**src/rtl/jpeg_byte_packer_if.sv**
```systemverilog
// Bundle between the entropy coder, the byte packer and the downstream byte consumer.
// The master side drives the word strobe, frame end and byte_ready; the slave side is the packer.
interface jpeg_byte_packer_if #(
    parameter int CNT_W = 20
);
    logic             jpg_en;
    logic [31:0]      jpg_out;
    logic             frame_end;
    logic             in_full;
    logic             overflow;
    logic [7:0]       byte_out;
    logic             byte_valid;
    logic             byte_ready;
    logic             frame_done;
    logic [CNT_W-1:0] byte_count;

    modport master (
        output jpg_en, jpg_out, frame_end, byte_ready,
        input  in_full, overflow, byte_out, byte_valid, frame_done, byte_count
    );

    modport slave (
        input  jpg_en, jpg_out, frame_end, byte_ready,
        output in_full, overflow, byte_out, byte_valid, frame_done, byte_count
    );
endinterface

```
**src/rtl/jpeg_byte_packer.sv**
```systemverilog
// Buffers 32-bit entropy-coder words and emits them MSB-first as a 0xFF-stuffed byte stream.
// Define JPEG_EOI_EN to append the unstuffed FF D9 end-of-image marker to every frame.
module jpeg_byte_packer #(
    parameter int FIFO_DEPTH = 8,
    parameter int CNT_W      = 20
) (
    input logic               clock,
    input logic               reset,
    jpeg_byte_packer_if.slave bus
);
    localparam int AW = $clog2(FIFO_DEPTH);

    typedef enum logic [2:0] {
        IDLE,
        SEND,
        STUFF,
`ifdef JPEG_EOI_EN
        EOI_FF,
        EOI_D9,
`endif
        DONE
    } state_t;

`ifdef JPEG_EOI_EN
    localparam state_t FIN = EOI_FF;
`else
    localparam state_t FIN = DONE;
`endif

    logic [31:0]      mem [FIFO_DEPTH];
    logic [AW-1:0]    wr_ptr, rd_ptr;
    logic [AW:0]      count;
    logic             fifo_empty, wr_en, pop;

    state_t           state, state_n;
    logic [31:0]      word, word_n;
    logic [1:0]       idx, idx_n;
    logic             pending, pend_eff, accept, adv;
    logic             valid_q, ovf, restart;
    logic [7:0]       byte_q;
    logic [CNT_W-1:0] cnt;

    function automatic logic [7:0] sel_byte(input logic [31:0] w, input logic [1:0] i);
        case (i)
            2'd0:    return w[31:24];
            2'd1:    return w[23:16];
            2'd2:    return w[15:8];
            default: return w[7:0];
        endcase
    endfunction

    function automatic logic [7:0] present(input state_t s, input logic [31:0] w, input logic [1:0] i);
        case (s)
            SEND:    return sel_byte(w, i);
`ifdef JPEG_EOI_EN
            EOI_FF:  return 8'hFF;
            EOI_D9:  return 8'hD9;
`endif
            default: return 8'h00;
        endcase
    endfunction

    function automatic logic presents(input state_t s);
`ifdef JPEG_EOI_EN
        return (s == SEND) || (s == STUFF) || (s == EOI_FF) || (s == EOI_D9);
`else
        return (s == SEND) || (s == STUFF);
`endif
    endfunction

    assign bus.in_full    = (count == (AW+1)'(FIFO_DEPTH));
    assign bus.overflow   = ovf;
    assign bus.byte_out   = byte_q;
    assign bus.byte_valid = valid_q;
    assign bus.frame_done = (state == DONE);
    assign bus.byte_count = cnt;

    assign fifo_empty = (count == '0);
    assign wr_en      = bus.jpg_en && !bus.in_full;
    // A word strobed alongside frame_end still belongs to the frame, so drain waits for it.
    assign pend_eff   = pending || bus.frame_end;
    assign accept     = valid_q && bus.byte_ready;

    always_comb begin
        state_n = state;
        word_n  = word;
        idx_n   = idx;
        pop     = 1'b0;
        adv     = 1'b0;
        case (state)
            IDLE: begin
                if (!fifo_empty) begin
                    pop     = 1'b1;
                    word_n  = mem[rd_ptr];
                    idx_n   = 2'd0;
                    state_n = SEND;
                end else if (pend_eff && !wr_en) begin
                    state_n = FIN;
                end
            end
            SEND: begin
                if (accept) begin
                    if (sel_byte(word, idx) == 8'hFF) state_n = STUFF;
                    else                              adv     = 1'b1;
                end
            end
            STUFF: if (accept) adv = 1'b1;
`ifdef JPEG_EOI_EN
            EOI_FF: if (accept) state_n = EOI_D9;
            EOI_D9: if (accept) state_n = DONE;
`endif
            DONE:    state_n = IDLE;
            default: state_n = IDLE;
        endcase
        // Chain straight into the next word (or the frame tail) so no bubble cycle appears.
        if (adv) begin
            if (idx != 2'd3) begin
                idx_n   = idx + 2'd1;
                state_n = SEND;
            end else if (!fifo_empty) begin
                pop     = 1'b1;
                word_n  = mem[rd_ptr];
                idx_n   = 2'd0;
                state_n = SEND;
            end else if (pend_eff && !wr_en) begin
                state_n = FIN;
            end else begin
                state_n = IDLE;
            end
        end
    end

    always_ff @(posedge clock or posedge reset) begin
        if (reset) begin
            state   <= IDLE;
            idx     <= 2'd0;
            wr_ptr  <= '0;
            rd_ptr  <= '0;
            count   <= '0;
            pending <= 1'b0;
            ovf     <= 1'b0;
            valid_q <= 1'b0;
            byte_q  <= 8'h00;
            cnt     <= '0;
            restart <= 1'b0;
        end else begin
            state   <= state_n;
            idx     <= idx_n;
            if (wr_en) wr_ptr <= wr_ptr + 1'b1;
            if (pop)   rd_ptr <= rd_ptr + 1'b1;
            case ({wr_en, pop})
                2'b10:   count <= count + 1'b1;
                2'b01:   count <= count - 1'b1;
                default: count <= count;
            endcase
            pending <= bus.frame_end || (pending && (state != DONE));
            if (bus.jpg_en && bus.in_full) ovf <= 1'b1;
            valid_q <= presents(state_n);
            byte_q  <= present(state_n, word_n, idx_n);
            if (state == DONE) restart <= 1'b1;
            if (accept) begin
                if (restart) begin
                    cnt     <= CNT_W'(1);
                    restart <= 1'b0;
                end else if (!(&cnt)) begin
                    cnt <= cnt + 1'b1;
                end
            end
        end
    end

    always_ff @(posedge clock) begin
        if (wr_en) mem[wr_ptr] <= bus.jpg_out;
        word <= word_n;
    end
endmodule

```
**src/flat_wrapper.sv**
```systemverilog
// flat-port wrapper written by rule: the top's interface ports become plain ports
module jpeg_byte_packer_flat 
#(
    parameter int FIFO_DEPTH = 8,
    parameter int CNT_W      = 20
)
  (clock, reset, bus_jpg_en, bus_jpg_out, bus_frame_end, bus_byte_ready, bus_in_full, bus_overflow, bus_byte_out, bus_byte_valid, bus_frame_done, bus_byte_count);
  jpeg_byte_packer_if #(.CNT_W(CNT_W)) bus_i ();
  input logic clock;
  input logic reset;
  input wire logic [$bits(bus_i.jpg_en)-1:0] bus_jpg_en;
  input wire logic [$bits(bus_i.jpg_out)-1:0] bus_jpg_out;
  input wire logic [$bits(bus_i.frame_end)-1:0] bus_frame_end;
  input wire logic [$bits(bus_i.byte_ready)-1:0] bus_byte_ready;
  output wire logic [$bits(bus_i.in_full)-1:0] bus_in_full;
  output wire logic [$bits(bus_i.overflow)-1:0] bus_overflow;
  output wire logic [$bits(bus_i.byte_out)-1:0] bus_byte_out;
  output wire logic [$bits(bus_i.byte_valid)-1:0] bus_byte_valid;
  output wire logic [$bits(bus_i.frame_done)-1:0] bus_frame_done;
  output wire logic [$bits(bus_i.byte_count)-1:0] bus_byte_count;
  assign bus_i.jpg_en = bus_jpg_en;
  assign bus_i.jpg_out = bus_jpg_out;
  assign bus_i.frame_end = bus_frame_end;
  assign bus_i.byte_ready = bus_byte_ready;
  assign bus_in_full = bus_i.in_full;
  assign bus_overflow = bus_i.overflow;
  assign bus_byte_out = bus_i.byte_out;
  assign bus_byte_valid = bus_i.byte_valid;
  assign bus_frame_done = bus_i.frame_done;
  assign bus_byte_count = bus_i.byte_count;
  jpeg_byte_packer #(.FIFO_DEPTH(FIFO_DEPTH), .CNT_W(CNT_W)) u_core (.clock(clock), .reset(reset), .bus(bus_i));
endmodule
```
**config.mk**
```make
export PLATFORM = sky130hd
export DESIGN_NAME = jpeg_byte_packer_flat
export DESIGN_NICKNAME = d
export VERILOG_FILES = /design/src/rtl/jpeg_byte_packer_if.sv /design/src/rtl/jpeg_byte_packer.sv /design/src/flat_wrapper.sv
export SDC_FILE = /design/constraint.sdc
export NUM_CORES = 1
export LEC_CHECK = 0
export BUFFER_PORTS_ARGS = -buffer_cell sky130_fd_sc_hd__buf_2
export CORE_ASPECT_RATIO = 0.7
export CORE_MARGIN = 10
export CORE_UTILIZATION = 45
export DETAILED_ROUTE_END_ITERATION = 7
export PLACE_DENSITY = 0.68
export SYNTH_ARGS = -nofsm -noshare
export SYNTH_HDL_FRONTEND = slang
export SYNTH_SLANG_ARGS = --single-unit
```
**constraint.sdc**
```tcl
create_clock -name clock -period 5.27 [get_ports clock]
set_input_delay 0 -clock clock [delete_from_list [all_inputs] [get_ports clock]]
set_output_delay 0 -clock clock [all_outputs]
set_load 0.03 [all_outputs]
```
==> flow_summary.toml <==
[flow_run]
cap_violations = 0

[clocking]
clock_latency_ns = 0.57
cts_num_sinks = 335
htreeDepth = 1
root_buffer = "clkbuf_16"
cts-buffers-inserted = 31
max-clock-path-buffers = 3
path_clk_slew_ns = 0.07
cts_setup_buffers = 0
cts_tree = "yes"

[critical_path]
ff2ff_setup_slack_ns = 2.12
r2r-start = "u_core.idx[1]"
cp_slowest_cell = "or3_1"
crit_chain = "inv_1 > ha_1 > a222oi_1 > or3_1 > nor3_2 > a211oi_2 > o221ai_2 > buf_4 > and2b_1 > a211oi_1 > a2111oi_2"
reg2reg_to = "u_core.bus.byte_out[7]"
worstSetupPathType = "reg2reg"
crit_fanout = 22
slowest_delay_ns = 0.44
cp-start-kind = "register"
reg2regPathDepth = 11
end_kind = "register"
cp.required_ns = 5.69
crit_arrival_ns = 3.57

[timing]
skew_ns = 0.0172
rsz0062_at_grt = "false"
timing.final.crit_period_ns = 3.15
tightest_slew_ns = 1.28
worst_slack_ns = 2.12
period_share = 0.599
relSlewSlack = 0.139
setup_tns_ns = 0
hold_viol_final = 0
fmax_mhz = 317
finalMaxSlewViolations = 0
finalSetupViolCount = 0

[routing]
drt_pre_antenna_iters = 6
drt_iter0_markers = 758
dr_wl_met3_um = 2160
wl_met1_um = 13600
post-route-drc-count = 0
vias = 7316
maxUsedRoutingLayer = "met4"
wl_um = 29100
via_per_inst = 5.54
wl_met2_um = 12800
ant_nets = 0
drt-wirelength-per-cell_um = 22.0

[global_routing]
grtUsageTotal = 0.158
grt_pass1_vias = 7502
antenna_found_initial = 1
grt_max_degree = 58
grt_overflow = 0
grt_pass1_wl_um = 45300

[logic_synthesis]
synth-seq-cells = 335
synth_ff_type = "edfxtp_1"
post-synth-top-area-cell = "edfxtp_1"
ys_seq_area_frac = 0.702
synthArstFlopShare = 0.140
netlist_top_cells_area = "edfxtp_1, mux4_2, dfrtp_1, dfxtp_1, mux2i_1"
synth_edf_count = 256
synth_area_um2 = 13500
synth_top_cell_area_share = 0.568
synth_cell_type_count = 68
ys_warn_count = 0
synthesis.nets = 842
syn_inst = 794
syn_area_per_cell_um2 = 17.0

[place]
pre_cts_slack_ns = 2.20
dp_hpwl_um = 18600
gp_congestion = 0.955
io_buffers = 68
place_area_um2 = 14300

[hold_path]
hold_class = "in2reg"
hp-start = "bus_frame_end"
whs_path_depth = 3
hold_end = "u_core.pending"

[status]
status = "complete, no violations"

[floorplan]
die-area_um2 = 37500
ios = 69
dieHeight_um = 165
die_w_um = 227
start_util = 0.453
coreArea_um2 = 29800
rows = 53

[pwr]
ir_drop_v = 0.000291
power.leakage_nw = 5.54
power_density_nw_per_um2 = 536

[layout]
area_growth_pct = 15.7
fin_area_um2 = 15700
final_common_cell = "edfxtp_1"
layout.nets = 957
final_cell_mix = "edfxtp_1, buf_2, mux4_2"
drive_above_1_share = 0.241
## how the worst max path moves through the flow
stage               startpoint                endpoint  slack, ns  cells past startpoint
2_1_floorplan  u_core.count[3]        u_core.mem[0][0]       0.76                      4
3_3_place_gp   u_core.count[0]         u_core.count[3]       2.25                     11
3_5_place_dp     u_core.idx[1]  u_core.bus.byte_out[7]       2.20                     11
4_1_cts          u_core.idx[0]  u_core.bus.byte_out[7]       2.15                     11
5_1_grt          u_core.idx[0]  u_core.bus.byte_out[7]       1.91                     11
6_report         u_core.idx[1]  u_core.bus.byte_out[7]       2.12                     11
## routing by layer
layer	vias to the layer above	global-route usage
li1	3362	-
met1	3701	0.235
met5	-	0
met4	0	0.0335
met3	41	0.0372
met2	212	0.232
## flip-flops by register name, indices dropped and copies added, names as in the netlist
signal	flops
u_core.mem	256
u_core.state	3
u_core.word	32
u_core.bus.byte_count	20
u_core.rd_ptr	3
u_core.pending	1
u_core.bus.byte_valid	1
u_core.wr_ptr	3
u_core.idx	2
u_core.restart	1
u_core.count	4
u_core.bus.overflow	1
u_core.bus.byte_out	8
## area by class of cell
class                           instances  area [µm²]
Antenna cell                            1        2.50
Clock buffer                           40         810
Clock inverter                         18         151
Fill cell                            2438       14200
Inverter                               16        65.1
Multi-Input combinational cell        404        3810
Sequential cell                       335        9510
Tap cell                              385         482
Timing Repair Buffer                  121         828
## cell usage after synthesis (2+ instances only)
| master | number |
|---|---|
| mux4_2 | 64 |
| a31oi_1 | 2 |
| and4_1 | 3 |
| inv_1 | 15 |
| edfxtp_1 | 256 |
| mux2_1 | 2 |
| mux2i_1 | 34 |
| nor2_1 | 44 |
| o2111ai_1 | 2 |
| or3_1 | 6 |
| nand3_1 | 12 |
| o21ai_1 | 2 |
| a21oi_1 | 15 |
| buf_4 | 6 |
| nand4_1 | 4 |
| and2b_1 | 2 |
| and3_1 | 10 |
| ha_1 | 10 |
| o221a_2 | 2 |
| dfxtp_1 | 32 |
| o21ai_0 | 32 |
| buf_6 | 4 |
| nand2_1 | 48 |
| a211oi_1 | 16 |
| a21o_1 | 3 |
| a2111oi_2 | 7 |
| xor2_1 | 12 |
| nor3_1 | 6 |
| clkbuf_1 | 15 |
| nor4_1 | 4 |
| nor2b_1 | 13 |
| buf_2 | 12 |
| buf_1 | 2 |
| xnor2_1 | 12 |
| o21a_1 | 2 |
| a222oi_1 | 4 |
| dfrtp_1 | 47 |
| nand2b_1 | 2 |
## repair_timing
item | CTS | global route
endpoints found under the setup margin | 0 | 0
hold buffers | 36 | 0
resized for setup | 0 | 0
endpoints found under the hold margin | 309 | 0
## metrics by stage
| step | utilization | cells | hold WS (ns) | power (mW) |
|---|---|---|---|---|
| 6_report | 0.525 | 1320 | 0.177 | 8.39 |
| 4_1_cts | 0.525 | 1319 | 0.158 | 8.46 |
| 3_5_place_dp | 0.480 | 1225 | 0.227 | 6.30 |
| 2_1_floorplan | - | 794 | 0.0923 | 5.57 |
| 3_3_place_gp | 0.480 | 1225 | 0.215 | 6.24 |
| 5_1_grt | 0.525 | 1320 | 0.186 | 8.85 |
## report_power, final
| part | internal [mW] | switching, mW |
|---|---|---|
| clock | 1.18 | 0.949 |
| sequential | 3.39 | 0.522 |
| combinational | 1.08 | 1.27 |
| total | 5.65 | 2.74 |
## critical path, delay by kind of cell (launching register included)
| kind | cells | cell delay (ns) |
|---|---|---|
| compound gates | 5 | 0.82 |
| buf+inv | 2 | 0.45 |
| flops | 1 | 0.42 |
| simple gates | 3 | 0.86 |
| fa+ha+maj | 1 | 0.43 |
## cells by family (layout without fill, tap and decap cells)
logic type	after synthesis	count (layout)	share of synthesized area
other cells	1	2	0.000277
fa+ha+maj	11	11	0.0107
flops	335	335	0.702
simple gates	164	164	0.0601
mux	102	102	0.135
xor+xnor	24	24	0.0155
compound gates	102	102	0.0549
buf+inv	55	195	0.0206
Power figures use the tool's default switching activity.
